$ cat src/rtl/inst_encoder_pkg.sv
// Shared encoder definitions: format codes, RV32I opcodes, FIFO word layout,
// field-placement and immediate-range helpers.
package inst_encoder_pkg;

  typedef enum logic [2:0] {
    FMT_R     = 3'd0,
    FMT_I     = 3'd1,
    FMT_SHIFT = 3'd2,
    FMT_S     = 3'd3,
    FMT_B     = 3'd4,
    FMT_U     = 3'd5,
    FMT_J     = 3'd6
  } fmt_e;

  localparam logic [6:0] OP_LOAD   = 7'h03;
  localparam logic [6:0] OP_IMM    = 7'h13;
  localparam logic [6:0] OP_AUIPC  = 7'h17;
  localparam logic [6:0] OP_STORE  = 7'h23;
  localparam logic [6:0] OP_REG    = 7'h33;
  localparam logic [6:0] OP_LUI    = 7'h37;
  localparam logic [6:0] OP_BRANCH = 7'h63;
  localparam logic [6:0] OP_JALR   = 7'h67;
  localparam logic [6:0] OP_JAL    = 7'h6F;

  typedef struct packed {
    logic [31:0] addr;
    logic [31:0] inst;
  } enc_word_t;

  // Code 3'd7 is undefined and falls through to the R layout.
  function automatic logic [31:0] encode(input logic [2:0] fmt, input logic [6:0] op,
                                         input logic [2:0] f3, input logic [6:0] f7,
                                         input logic [4:0] rd, input logic [4:0] rs1,
                                         input logic [4:0] rs2, input logic [31:0] imm);
    logic [31:0] w;
    case (fmt_e'(fmt))
      FMT_I:     w = {imm[11:0], rs1, f3, rd, op};
      FMT_SHIFT: w = {f7, imm[4:0], rs1, f3, rd, op};
      FMT_S:     w = {imm[11:5], rs2, rs1, f3, imm[4:0], op};
      FMT_B:     w = {imm[12], imm[10:5], rs2, rs1, f3, imm[4:1], imm[11], op};
      FMT_U:     w = {imm[31:12], rd, op};
      FMT_J:     w = {imm[20], imm[10:1], imm[11], imm[19:12], rd, op};
      default:   w = {f7, rs2, rs1, f3, rd, op};
    endcase
    return w;
  endfunction

  function automatic logic imm_legal(input logic [2:0] fmt, input logic [31:0] imm);
    logic ok;
    case (fmt_e'(fmt))
      FMT_R:         ok = 1'b1;
      FMT_I, FMT_S:  ok = (&imm[31:11]) || !(|imm[31:11]);
      FMT_SHIFT:     ok = !(|imm[31:5]);
      FMT_B:         ok = ((&imm[31:12]) || !(|imm[31:12])) && !imm[0];
      FMT_U:         ok = !(|imm[11:0]);
      FMT_J:         ok = ((&imm[31:20]) || !(|imm[31:20])) && !imm[0];
      default:       ok = 1'b0;
    endcase
    return ok;
  endfunction

endpackage

$ cat src/rtl/enc_fifo.sv
// Small synchronous FIFO holding encoded {addr, inst} words.
module enc_fifo #(
  parameter int unsigned WIDTH = 64,
  parameter int unsigned DEPTH = 2
) (
  input  logic             clk,
  input  logic             rst_n,
  input  logic             push_i,
  input  logic [WIDTH-1:0] wdata_i,
  input  logic             pop_i,
  output logic [WIDTH-1:0] rdata_o,
  output logic             full_o,
  output logic             empty_o
);

  localparam int unsigned AW = (DEPTH > 1) ? $clog2(DEPTH) : 1;

  logic [WIDTH-1:0] mem_q [DEPTH];
  logic [AW-1:0]    wr_ptr_q, rd_ptr_q;
  logic [AW:0]      cnt_q;
  logic             do_push, do_pop;

  assign full_o  = (cnt_q == (AW+1)'(DEPTH));
  assign empty_o = (cnt_q == '0);
  assign do_push = push_i && !full_o;
  assign do_pop  = pop_i && !empty_o;
  assign rdata_o = mem_q[rd_ptr_q];

  always_ff @(posedge clk or negedge rst_n) begin
    if (!rst_n) begin
      for (int unsigned i = 0; i < DEPTH; i++) mem_q[i] <= '0;
      wr_ptr_q <= '0;
      rd_ptr_q <= '0;
      cnt_q    <= '0;
    end else begin
      if (do_push) begin
        mem_q[wr_ptr_q] <= wdata_i;
        wr_ptr_q <= (wr_ptr_q == AW'(DEPTH-1)) ? '0 : wr_ptr_q + 1'b1;
      end
      if (do_pop) begin
        rd_ptr_q <= (rd_ptr_q == AW'(DEPTH-1)) ? '0 : rd_ptr_q + 1'b1;
      end
      if (do_push && !do_pop)      cnt_q <= cnt_q + 1'b1;
      else if (do_pop && !do_push) cnt_q <= cnt_q - 1'b1;
    end
  end

endmodule

$ cat src/rtl/inst_encoder.sv
// RV32I field-set to instruction-word encoder with address tagging and a
// 2-deep output FIFO. Define ENC_RANGE_CHECK_EN to drop illegal immediates.
module inst_encoder
  import inst_encoder_pkg::*;
#(
  parameter logic [31:0] BASE_ADDR = 32'h0000_0000
) (
  input  logic        clk,
  input  logic        rst_n,
  input  logic        in_valid,
  output logic        in_ready,
  input  logic [2:0]  in_fmt,
  input  logic [6:0]  in_opcode,
  input  logic [2:0]  in_funct3,
  input  logic [6:0]  in_funct7,
  input  logic [4:0]  in_rd,
  input  logic [4:0]  in_rs1,
  input  logic [4:0]  in_rs2,
  input  logic [31:0] in_imm,
  output logic        out_valid,
  input  logic        out_ready,
  output logic [31:0] out_inst,
  output logic [31:0] out_addr,
  output logic        err
);

  enc_word_t   wdata, rdata;
  logic [31:0] addr_q, addr_d;
  logic        full, empty, accept, legal, push, pop;

  assign in_ready  = !full;
  assign accept    = in_valid && in_ready;
  assign push      = accept && legal;
  assign out_valid = !empty;
  assign pop       = out_valid && out_ready;

  always_comb begin
    wdata      = '0;
    wdata.inst = encode(in_fmt, in_opcode, in_funct3, in_funct7, in_rd, in_rs1, in_rs2, in_imm);
    wdata.addr = addr_q;
    addr_d     = push ? addr_q + 32'd4 : addr_q;
  end

  // Addresses are assigned at push; FIFO order makes this equal to advancing per output handshake.
  assign out_inst = out_valid ? rdata.inst : '0;
  assign out_addr = out_valid ? rdata.addr : addr_q;

  always_ff @(posedge clk or negedge rst_n) begin
    if (!rst_n) addr_q <= BASE_ADDR;
    else        addr_q <= addr_d;
  end

`ifdef ENC_RANGE_CHECK_EN
  logic err_q;

  assign legal = imm_legal(in_fmt, in_imm);
  assign err   = err_q;

  always_ff @(posedge clk or negedge rst_n) begin
    if (!rst_n)                err_q <= 1'b0;
    else if (accept && !legal) err_q <= 1'b1;
  end
`else
  assign legal = 1'b1;
  assign err   = 1'b0;
`endif

  enc_fifo #(
    .WIDTH($bits(enc_word_t)),
    .DEPTH(2)
  ) u_fifo (
    .clk     (clk),
    .rst_n   (rst_n),
    .push_i  (push),
    .wdata_i (wdata),
    .pop_i   (pop),
    .rdata_o (rdata),
    .full_o  (full),
    .empty_o (empty)
  );

endmodule

$ cat config.mk
export PLATFORM = sky130hd
export DESIGN_NAME = inst_encoder
export DESIGN_NICKNAME = d
export VERILOG_FILES = /design/src/rtl/inst_encoder_pkg.sv /design/src/rtl/enc_fifo.sv /design/src/rtl/inst_encoder.sv
export SDC_FILE = /design/constraint.sdc
export NUM_CORES = 1
export LEC_CHECK = 0
export CAP_MARGIN = 30
export CORE_MARGIN = 2
export CORE_UTILIZATION = 36
export CTS_CLUSTER_DIAMETER = 60
export DETAILED_ROUTE_END_ITERATION = 7
export PLACE_DENSITY = 0.67
export SYNTH_ARGS = -nofsm -noshare
export SYNTH_HDL_FRONTEND = slang
export SYNTH_HIERARCHICAL = 1
export SYNTH_SLANG_ARGS = --single-unit
$ cat constraint.sdc
create_clock -name clk -period 4.9 [get_ports clk]
set_input_delay 0.98 -clock clk [delete_from_list [all_inputs] [get_ports clk]]
set_output_delay 0.98 -clock clk [all_outputs]
set_load 0.03 [all_outputs]
Word-level counts from Yosys, hierarchy flattened

Cells that the tools add are included.
Widths: inputs -> output; s select.

Bits in registers: 164
Input bits: 71
Output and inout port bits: 67
Logic and storage cells: 49

Add/subtract/negate cells: 5
Magnitude comparators: 3
Eq/ne operators: 7
Muxes and demuxes: 13
Bitwise gates (word level): 2
Reductions and logical operators: 13

Operators by type and width:

| operator              | number |
|---|---|
| $mux 64               | 4 |
| $pmux 32 s6           | 1 |
| $bwmux 128            | 1 |
| $demux 64 s1          | 1 |
| $mux 32               | 2 |
| $add 32x3->32 const B | 1 |
| $eq 3x3->1 const B    | 3 |
| $logic_and 1x1->1     | 7 |
| $eq 3x2->1 const B    | 2 |
| $ge 2x2->1 const B    | 2 |
| $logic_not 1->1       | 4 |
| $mux 2                | 2 |
| $not 1->2             | 2 |
| $eq 3x1->1 const B    | 1 |
| $add 1x1->1 const B   | 2 |
| $add 2x1->2 const B   | 1 |
| $eq 2x2->1 const B    | 1 |
| $logic_not 2->1       | 1 |
| $lt 2x1->1 const B    | 1 |
| $mux 1                | 2 |
| $reduce_bool 2->1     | 1 |
| $sub 2x1->2 const B   | 1 |

Logic depth before layout (Yosys ltp)

Gate-level depths: netlist of the first run.

Word-level depth: 8
Depth in mapped cells: 9

Hierarchy

Netlist of the first run, hierarchy kept.

By module, submodules not included:

| module       | instances | cells an instance | area an instance (µm²) | seq. area each (µm²) |
|---|---|---|---|---|
| enc_fifo     | 1         | 359               | 6047.0                 | 3303.2 |
| inst_encoder | 1         | 310               | 2756.4                 | 750.7 |

Worst setup path after synthesis of the first run

Ideal clock, no wire load.

Path kind: reg-to-output
Start point: register u_fifo.cnt_q[0]
End point: output out_addr[27]
Data arrival time: 1.536 ns
Required time: 3.920 ns
Setup slack: 2.384 ns
Cell stages (with the launch flop): 5
Cells stage by stage: dfrtp_1 nor2_1 buf_2 buf_1 mux2_2

Word-level cells in the longest chain between the ends: 2

Ends and longest elaborated chain:

| element                  | RTL line           | RTL |
|---|---|---|
| start: declaration       | enc_fifo.sv:20     | `logic [AW:0] cnt_q;` |
| start signal: assignment | enc_fifo.sv:43     | `if (do_push && !do_pop) cnt_q <= cnt_q + 1'b1;` |
| start signal: assignment | enc_fifo.sv:44     | `else if (do_pop && !do_push) cnt_q <= cnt_q - 1'b1;` |
| $logic_not 2->1          | enc_fifo.sv:24     | `assign empty_o = (cnt_q == '0);` |
| via empty                | inst_encoder.sv:29 | `logic full, empty, accept, legal, push, pop;` |
| $mux 32                  | inst_encoder.sv:46 | `assign out_addr = out_valid ? rdata.addr : addr_q;` |
| end: declaration         | inst_encoder.sv:23 | `output logic [31:0] out_addr,` |

The timed path passes the listed nets, and every way through them passes these cells.

==> results of run 1 <==
==> worst max-delay path: cells and delay by family (launching register included) <==
kind	cells	cell delay, ns
flip-flops	1	0.97
multiplexers	1	0.35
buffers and inverters	2	0.92
AND/OR/NAND/NOR	1	0.15
==> cells in the final DEF, fill, tap and decap left out, types with 2 or more instances in the layout <==
cell type	count
clkinv_4	2
mux2_4	60
nor4_4	2
bufinv_16	3
buf_4	11
clkbuf_16	17
inv_1	4
clkinvlp_4	2
inv_8	2
ha_1	2
nor2b_1	37
mux2_2	171
conb_1	5
nand4_1	13
o21ai_0	23
nor3b_1	4
xor2_1	9
o211ai_1	7
clkdlybuf4s50_1	135
nor2_1	18
dfrtp_1	161
xnor2_1	26
inv_6	4
nand2_1	30
o221a_2	4
and3_1	6
buf_12	3
and4_1	2
mux2i_1	23
nand3_1	10
==> per-layer routing <==
layer  GRT usage  vias up
li1            -     2630
met5           0        -
met3      0.0356        9
met1       0.198     2774
met4      0.0278        0
met2       0.252       85
==> through the flow <==
step / instance area [um^2] / worst slack (ns) / hold WS (ns) / total power (uW)
6_report: 11100 / 1.08 / 0.452 / 6670
5_1_grt: 11100 / 0.941 / 0.455 / 7020
4_1_cts: 11100 / 1.02 / 0.447 / 6750
3_5_place_dp: 10400 / 1.36 / 0.490 / 5310
3_3_place_gp: 10400 / 1.43 / 0.483 / 5270
2_1_floorplan: 8820 / 2.38 / 0.471 / 4320
==> Yosys cell counts (2+ instances only) <==
library cell,number,area (um^2)
nor4_4,2,42.5
inv_1,4,15.0
mux2_2,171,1930
buf_2,14,70.1
xnor2_1,26,228
ha_1,2,25.0
nand2_1,30,113
and3_1,6,37.5
mux2i_1,23,230
buf_6,8,90.1
o211ai_1,7,52.6
nand3_1,10,50.1
dfrtp_1,162,4050
clkbuf_1,10,37.5
nor3b_1,4,30.0
buf_1,2,7.51
and4_1,2,17.5
mux2_4,60,901
buf_12,6,120
o21ai_0,23,115
nor2b_1,37,231
xor2_1,9,78.8
nand4_1,13,81.3
nor2_1,19,71.3
o221a_2,4,45.0
==> sequential cells by signal (all words and copies together) (netlist names) <==
name,flops
u_fifo/mem_q,128
addr_q,30
u_fifo/cnt_q,2
u_fifo/rd_ptr_q,1
u_fifo/wr_ptr_q,1
==> kinds of logic after synthesis <==
logic type / after synthesis
mux: 254
flops: 162
simple gates: 133
buf+inv: 46
compound gates: 36
xor+xnor: 35
fa+ha+maj: 2
other cells: 1
==> layout make-up <==
type	count	area, um^2
Sequential cell	162	4060
Multi-Input combinational cell	465	4430
Clock inverter	14	196
Tap cell	324	405
Fill cell	2166	13100
Timing Repair Buffer	151	1530
Inverter	5	18.8
Clock buffer	17	425
==> worst paths after layout <==
path                                        from          endpoint  slack (ns)  depth (start not counted)
min in group clk                u_fifo/mem_q[32]  u_fifo/mem_q[32]        0.50                          1
max in group asynchronous                  rst_n   u_fifo/rd_ptr_q        3.43                          3
worst min-delay path                       rst_n  u_fifo/mem_q[56]        0.45                          1
worst min register to register  u_fifo/mem_q[32]  u_fifo/mem_q[32]        0.50                          1
worst max-delay path             u_fifo/rd_ptr_q       out_inst[7]        1.08                          4
worst max register to register   u_fifo/cnt_q[0]   u_fifo/mem_q[0]        2.20                          6
==> power breakdown <==
part | internal [uW] | leakage [uW] | switching, uW | total, uW
Combinational | 1680 | 0.00246 | 1520 | 3200
Sequential | 1740 | 0.00207 | 325 | 2070
Clock | 819 | 0.000298 | 584 | 1400
Total | 4240 | 0.00482 | 2430 | 6670
==> metrics.md, run 1 <==
| Metric | Value |
|---|---|
| Detail Route Antenna Nets | 0 |
| Post-CTS Resized | 0 |
| Worst path cell trace | buf_12, mux2_2, nor2b_1, clkdlybuf4s50_1 |
| WP data required | 3.92 ns |
| CTS Sinks | approximately 160 |
| Syn. warnings | 6 |
| Post-Syn Area | slightly below 9000 um^2 |
| I/O pin count | between 100 and 150 |
| Final #Nets | 875 |
| Adder-Cell Fraction of Synth Area | 0.00284 |
| Worst Path Arrival | 2.84 ns |
| Pin count of the biggest net entering global routing | 74 |
| Hold-fix buffers, CTS | 0 |
| Slew HR | 0.392 |
| Max cap viols | 0 |
| # setup viols final | 0 |
| Initial antenna violation count | 0 |
| Drt initial violations | 246 |
| GR Overflow Total | 0 |
| Slew Limit Fails | 0 |
| Vias per cell | 4.83 |
| First-pass GRT wire length | 30900 um |
| RSZ-0062 raised after global routing | no |
| Remaining DRCs | 0 |
| Power Density | roughly 600 nW/um^2 |
| Die Footprint | 25700 um^2 |
| Cts bufs inserted | 17 |
| Final period util | 0.780 |
| Distinct cells, synth | 40 |
| Synth Area in Compound Gates | 0.0262 |
| GP Congestion | 0.764 |
| Post-Synthesis Cells | roughly 670 |
| # diodes | 0 |
| Critical path launch point type | flip-flop |
| Input/output buffers | 136 |
| Initial Util | 0.364 |
| CP max stage delay | 0.97 ns |
| H-tree levels | 4 |
| CP Capture Type | output pin |
| Met2 wire len | 9130 um |
| Clock Tree Buf Depth | 2 |
| Clock transition at path regs | 0.06 ns |
| CP max stage cell | dfrtp_2 |
| Post-Route Utilization | 0.458 |
| WL final | 18700 um |
| XOR/XNOR share of the synthesized area | 0.0348 |
| Die X | 160 um |
| Clk root buf | clkbuf_16 |
| Clk_lat worst skew | 0.42 ns |
| Die Ht | 160 um |
| Post-synthesis async set-or-reset flop share | 1.00 |
| Largest family of logic cells by synthesized area | multiplexers |
| TritonCTS clock tree | done |
| M1 wire length | roughly 8900 um |
| Setup TNS | 0 ns |
| Synthesis-to-finish area growth | 25.7% |
| Status | finished clean |
| Post-synth EDFFs | 0 |
| Core box area | 24200 um^2 |
| Synth Register Bits | 162 |
| Seq/Total Area, Yosys | 0.460 |
| Max FO, Critical Path | 33 |
| Cell Rows | 57 |
| Placed Cells | 1107 |
| Number of setup buffers added after CTS | 0 |
| Post-synthesis mux area share | 0.347 |
| Worst min path class | in -> async |
| Vias in the first global route | 5892 |
| Fin crit period | 3.82 ns |
| Avg WL per Cell | 16.4 um |
| DR top layer | met4 |
| Worst-Margin Slew | 0.912 ns |
| DRT Pass-1 Iters | 4 |
| HPWL after detailed placement | ~12000 um |
| Met3 WL | 554 um |
| Finished Layout Cells | 1138 |
| Leak pwr | 0.00482 uW |
| Synth Flop Type | dfrtp_1 |
| GR Util All Layers | 0.149 |
| Syn avg cell area | approximately 13 um^2 |
| Max Freq | 261 MHz |
| Hold Fails Final Rpt | 0 |
| Via count | roughly 5.5k |
| Peak VDD IR | slightly above 0.0006 V |
| Fin Clk Skew | roughly 0.0091 ns |
| Crit Path Class | reg -> out |
| Layout cells sized above 1 | 0.361 |
| Post-synthesis simple-gate area fraction | 0.0881 |
Power figures use the tool's default switching activity.
==> run 2, diff against run 1 <==
Clock period 4.9 ns to 3.6 ns, I/O delays scaled along.
==> metrics.md, run 2 (synthesis results as in run 1) <==
| Metric | Value |
|---|---|
| Max Freq | between 300 and 400 MHz |
| Critical R2R Capture | u_fifo/mem_q[60] |
| Die Footprint | 25700 um^2 (unchanged) |
| CP Capture Type | output pin |
| Clock Tree Buf Depth | 2 (unchanged) |
| Combinational Power Share | 0.497 (+0.017) |
| Worst min path class | in -> async |
| I/O pin count | 138 (unchanged) |
| Max cap viols | 0 (unchanged) |
| Commonest cells after routing, fill and taps aside | mux2_2 (171), dfrtp_1 (161), clkdlybuf4s50_1 (135), mux2_4 (60), nor2b_1 (37) |
| Peak VDD IR | 0.000495 V (-18%) |
| Sw Pwr | 3300 uW (+36%) |
| Clock share of power | 0.195 (-0.015) |
| Critical path launch point type | flip-flop |
| Initial Util | 0.364 (unchanged) |
| Status | finished clean |
| R2r setup slk | 1.29 ns (-0.91 ns) |
| Worst Path Buf+Inv | 2 (unchanged) |
| RSZ-0062 raised after global routing | no |
| Hold Fails Final Rpt | 0 (unchanged) |
| Setup TNS | 0 ns (unchanged) |
| Worst-Margin Slew | 0.786 ns (-0.126 ns) |
| Internal | 5660 uW (+33%) |
| H-tree levels | 4 (unchanged) |
| Pin count of the biggest net entering global routing | 83 (+12%) |
| Regs by FF count | u_fifo/mem_q (128), addr_q (30), u_fifo/cnt_q (2) |
| Slew Limit Fails | 0 (unchanged) |
| # diodes | 0 (unchanged) |
| Slew HR | 0.476 (+0.0837) |
| Hold-fix buffers, CTS | 0 (unchanged) |
| Setup ws final | 0.351 ns (-0.725 ns) |
| Most flop-heavy register | u_fifo/mem_q |
| Placed Cells | 1108 (+0.090%) |
| Worst r2r path cells | 6 (unchanged) |
| Most common cell after layout, fill and taps aside | mux2_2 |
| Initial antenna violation count | 0 (unchanged) |
| CTS Sinks | 162 (unchanged) |
| Remaining DRCs | 0 (unchanged) |
| Cell Rows | 57 (unchanged) |
| Synthesis-to-finish area growth | 25.6% |
| Worst path cell trace | buf_4, mux2_2, mux2_2, clkdlybuf4s50_1 |
| Worst Path Arrival | 2.53 ns (-0.31 ns) |
| Post-CTS Resized | 0 (unchanged) |
| Cts bufs inserted | 17 (unchanged) |
| Via count | 5481 (-0.31%) |
| Total Power | 8950 uW (+34%) |
| Switching share of power | 0.368 (+0.00456) |
| Dpl ws | 0.671 ns (-0.687 ns) |
| Most frequent CP cell | mux2_2 |
| Fin Clk Skew | 0.0127 ns (+0.00359 ns) |
| CP max stage cell | dfrtp_2 |
| Max reg flops | 128 (unchanged) |
| WL final | 18600 um (-0.39%) |
| Crit Path Class | reg -> out |
| Largest delay share family, worst path | buffers and inverters |
| Fin crit period | 3.25 ns |
| Clock transition at path regs | 0.06 ns (about the same) |
| Number of setup buffers added after CTS | 0 (unchanged) |
| Die Ht | 160 um (unchanged) |
| Sequential power share | 0.309 (about the same) |
| Drt initial violations | 219 (-11%) |
| Input/output buffers | 136 (unchanged) |
| WP data required | 2.88 ns (-1.04 ns) |
| Max FO, Critical Path | 13 (-61%) |
| GR Util All Layers | 0.147 (-0.00252) |
| Final period util | 0.903 |
| DRT Pass-1 Iters | 4 (unchanged) |
| Leak pwr | 0.00482 uW (-0.20%) |
| TritonCTS clock tree | done |
| Clk_lat worst skew | 0.42 ns (about the same) |
| Die X | 160 um (unchanged) |
| Critical R2R Launch | u_fifo/cnt_q[0] |
| Finished Layout Cells | 1139 (+0.088%) |
| Vias in the first global route | 5675 (-3.7%) |
| # setup viols final | 0 (unchanged) |
| Power Density | 810 nW/um^2 (+34%) |
| Clk root buf | clkbuf_16 |
| CP max stage delay | 0.62 ns (-0.35 ns) |
| GR Overflow Total | 0 (unchanged) |
| Detail Route Antenna Nets | 0 (unchanged) |
| GP Congestion | 0.766 (+0.30%) |
| Vias per cell | 4.81 (-0.40%) |
| Core box area | 24200 um^2 (unchanged) |
| HPWL after detailed placement | 12200 um (-1.2%) |
| Final #Nets | 876 (+0.11%) |
| First-pass GRT wire length | 30200 um (-2.3%) |
| Avg WL per Cell | 16.3 um (-0.48%) |
| Layout cells sized above 1 | 0.362 (+0.000784) |
## run 2: changes by cell type in the layout (fill, tap and decap cells not counted), sizes merged
cell    previous run  this run
buf               16        17
bufinv             3         0
clkbuf            17        19
inv               11        12
## run 2: area by class of cell
cell class | count | area, um^2
Timing Repair Buffer | 152 | 1570
Multi-Input combinational cell | 465 | 4430
Fill cell | 2196 | 13100
Sequential cell | 162 | 4060
Inverter | 5 | 18.8
Clock inverter | 12 | 118
Clock buffer | 19 | 453
Tap cell | 324 | 405
## run 2: per-layer routing
metal  vias up  global-route usage  part of all wire
li1       2639                   -                 -
met1      2738               0.200              0.48
met2        89               0.238              0.48
met3        15              0.0315             0.028
met4         0              0.0414             0.013
met5         -                   0                 0
## run 2: worst max-delay path by stage
stage | start | end | slack, ns | cells after the start
3_3_place_gp | in_valid | u_fifo/mem_q[88] | 0.70 | 6
3_5_place_dp | in_fmt[0] | u_fifo/mem_q[15] | 0.67 | 5
5_1_grt | u_fifo/rd_ptr_q | out_addr[4] | 0.26 | 4
4_1_cts | u_fifo/rd_ptr_q | out_addr[2] | 0.31 | 4
2_1_floorplan | u_fifo/cnt_q[0] | out_addr[27] | 1.34 | 4
6_report | u_fifo/rd_ptr_q | out_addr[2] | 0.35 | 4
## run 2: per-stage QoR
| stage | utilization | area, um^2 | hold slack, ns |
|---|---|---|---|
| global route | 0.457 | 11100 | 0.415 |
| CTS | 0.457 | 11100 | 0.379 |
| finish | 0.457 | 11100 | 0.330 |
| detailed placement | 0.434 | 10500 | 0.491 |
| global placement | 0.434 | 10500 | 0.482 |
| floorplan | - | 8820 | 0.424 |
## run 2: worst reg2reg max path: cells and delay by family, from the launching register on
| family | cells | cell delay (ns) |
|---|---|---|
| simple gates | 3 | 0.87 |
| flops | 1 | 0.47 |
| mux | 1 | 0.41 |
| buf+inv | 2 | 0.45 |
## run 2: power by group through the flow
stage	registers [uW]	logic, uW	clock network, uW
4_1_cts	2770	4510	1790
5_1_grt	2840	4710	1870
6_report	2760	4450	1740
2_1_floorplan	2630	3240	0
3_5_place_dp	2790	4490	0
3_3_place_gp	2780	4440	0
==> run 3, diff against run 2 <==
Settings changed: CORE_UTILIZATION 36 to 45, PLACE_DENSITY 0.67 to 0.69.
==> metrics.md, run 3 (synthesis results as in run 1) <==
| Metric | Value |
|---|---|
| Status | finished clean |
| Worst Setup EP | out_addr[4] |
| GR Overflow Total | 0 (unchanged) |
| Via count | 5695 (+3.9%) |
| Cell Rows | 51 (-11%) |
| Critical path launch point type | flip-flop |
| Worst Path Buf+Inv | 2 (unchanged) |
| First-pass GRT wire length | 31300 um (+3.4%) |
| Clock Tree Buf Depth | 2 (unchanged) |
| Regs by FF count | u_fifo/mem_q (128), addr_q (30), u_fifo/cnt_q (2) |
| DRT Pass-1 Iters | 4 (unchanged) |
| R2r setup slk | 1.19 ns (-0.10 ns) |
| Most common cell after layout, fill and taps aside | mux2_2 |
| Max Freq | 320 MHz (+4.1%) |
| Clk_lat worst skew | 0.43 ns (about the same) |
| Input/output buffers | 136 (unchanged) |
| Vias in the first global route | 5996 (+5.7%) |
| Leak pwr | 0.00481 uW (-0.20%) |
| Pin count of the biggest net entering global routing | 94 (+13%) |
| Initial Util | 0.455 (+0.0912) |
| GP Congestion | 0.794 (+3.6%) |
| Placed Cells | 1051 (-5.1%) |
| Slew Limit Fails | 0 (unchanged) |
| Slew HR | 0.431 (-0.0449) |
| Detail Route Antenna Nets | 0 (unchanged) |
| Layout cells sized above 1 | 0.362 (about the same) |
| Most frequent CP cell | mux2_2 |
| Worst r2r path cells | 6 (unchanged) |
| Max reg flops | 128 (unchanged) |
| Hold Fails Final Rpt | 0 (unchanged) |
| Setup TNS | 0 ns (unchanged) |
| Drt initial violations | 242 (+11%) |
| RSZ-0062 raised after global routing | no |
| WP depth | 4 (unchanged) |
| Number of setup buffers added after CTS | 0 (unchanged) |
| WP data required | 2.88 ns (about the same) |
| Clock transition at path regs | 0.06 ns (about the same) |
| Post-CTS Resized | 0 (unchanged) |
| Hold-fix buffers, CTS | 0 (unchanged) |
| CP max stage cell | clkdlybuf4s50_1 |
| Die Ht | 144 um (-10%) |
| Crit Path Class | reg -> out |
| Fin Clk Skew | 0.0112 ns (-0.00147 ns) |
| Power Density | 818 nW/um^2 (+1.0%) |
| Worst-Margin Slew | 0.853 ns (+0.0674 ns) |
| Commonest cells after routing, fill and taps aside | mux2_2 (171), dfrtp_1 (161), clkdlybuf4s50_1 (135), mux2_4 (60), nor2b_1 (37) |
| Remaining DRCs | 0 (unchanged) |
| CP Capture Type | output pin |
| Synthesis-to-finish area growth | 24.1% |
| I/O pin count | 138 (unchanged) |
| Critical R2R Capture | u_fifo/mem_q[58] |
| Die Footprint | 20700 um^2 (-20%) |
| Largest delay share family, worst path | buffers and inverters |
| Worst path cell trace | buf_4, mux2_2, mux2_2, clkdlybuf4s50_1 |
| Max cap viols | 0 (unchanged) |
| GR Util All Layers | 0.194 (+0.0470) |
| Die X | 144 um (-10%) |
| Critical R2R Launch | u_fifo/cnt_q[0] |
| Worst min path class | in -> async |
| CP max stage delay | 0.60 ns (-0.02 ns) |
| # diodes | 0 (unchanged) |
| Peak VDD IR | 0.000605 V (+22%) |
| CTS Sinks | 162 (unchanged) |
| Worst Path Arrival | 2.40 ns (-0.13 ns) |
| Max FO, Critical Path | 23 (+10) |
| Clk root buf | clkbuf_16 |
| Fin crit period | 3.12 ns (-0.127 ns) |
| Cts bufs inserted | 17 (unchanged) |
| Critical Path Start | u_fifo/rd_ptr_q |
| WL final | 19500 um (+4.9%) |
| Final #Nets | 878 (+0.23%) |
| H-tree levels | 4 (unchanged) |
| Finished Layout Cells | 1082 (-5.0%) |
| Initial antenna violation count | 0 (unchanged) |
| Vias per cell | 5.26 (+9.4%) |
| TritonCTS clock tree | done |
| Most flop-heavy register | u_fifo/mem_q |
| Final period util | 0.867 (-0.0353) |
| HPWL after detailed placement | 13000 um (+6.1%) |
| # setup viols final | 0 (unchanged) |
| Filler instances | 1559 (-29%) |
| Core box area | 19300 um^2 (-20%) |
| Avg WL per Cell | 18.0 um (+10%) |
-- run 3: changes by cell type in the layout (fill, tap and decap cells not counted) --
cell,delta
buf_12,-5
buf_4,+7
bufinv_16,+1
clkbuf_1,+1
clkbuf_8,-1
clkinv_2,+1
clkinv_4,+2
clkinv_8,-1
clkinvlp_4,-1
inv_8,-2
-- run 3: stage by stage --
step                      setup slack (ns)  hold WS [ns]  power, uW  utilization  area [um^2]
final                                0.478         0.354       8940        0.565        10900
after global routing                 0.405         0.443       9410        0.565        10900
after CTS                            0.446         0.395       9030        0.565        10900
after detailed placement             0.547         0.490       7230        0.536        10400
after global placement               0.638         0.484       7140        0.536        10400
after floorplan                       1.34         0.424       5880            -         8820
-- run 3: routing by layer --
layer	GRT usage	wire, um
met1	0.261	9090
met2	0.319	9320
met3	0.0370	891
met4	0.0557	218
met5	0	0
-- run 3: final cells by class --
cell class	instances	area (um^2)	area share
Tap cell	265	332	0.0303
Clock buffer	19	443	0.0405
Sequential cell	162	4060	0.371
Inverter	5	18.8	0.00172
Clock inverter	12	124	0.0113
Timing Repair Buffer	154	1520	0.139
Multi-Input combinational cell	465	4430	0.406
-- run 3: how the worst min path moves through the flow --
stage	to
CTS	u_fifo/mem_q[64]
global route	u_fifo/mem_q[6]
floorplan	addr_q[10]
detailed placement	u_fifo/mem_q[83]
global placement	u_fifo/mem_q[35]
finish	u_fifo/mem_q[64]
-- run 3: power by group --
part | switching [uW] | internal [uW] | total [uW]
registers | 360 | 2380 | 2740
logic | 2170 | 2290 | 4460
clock network | 769 | 982 | 1750
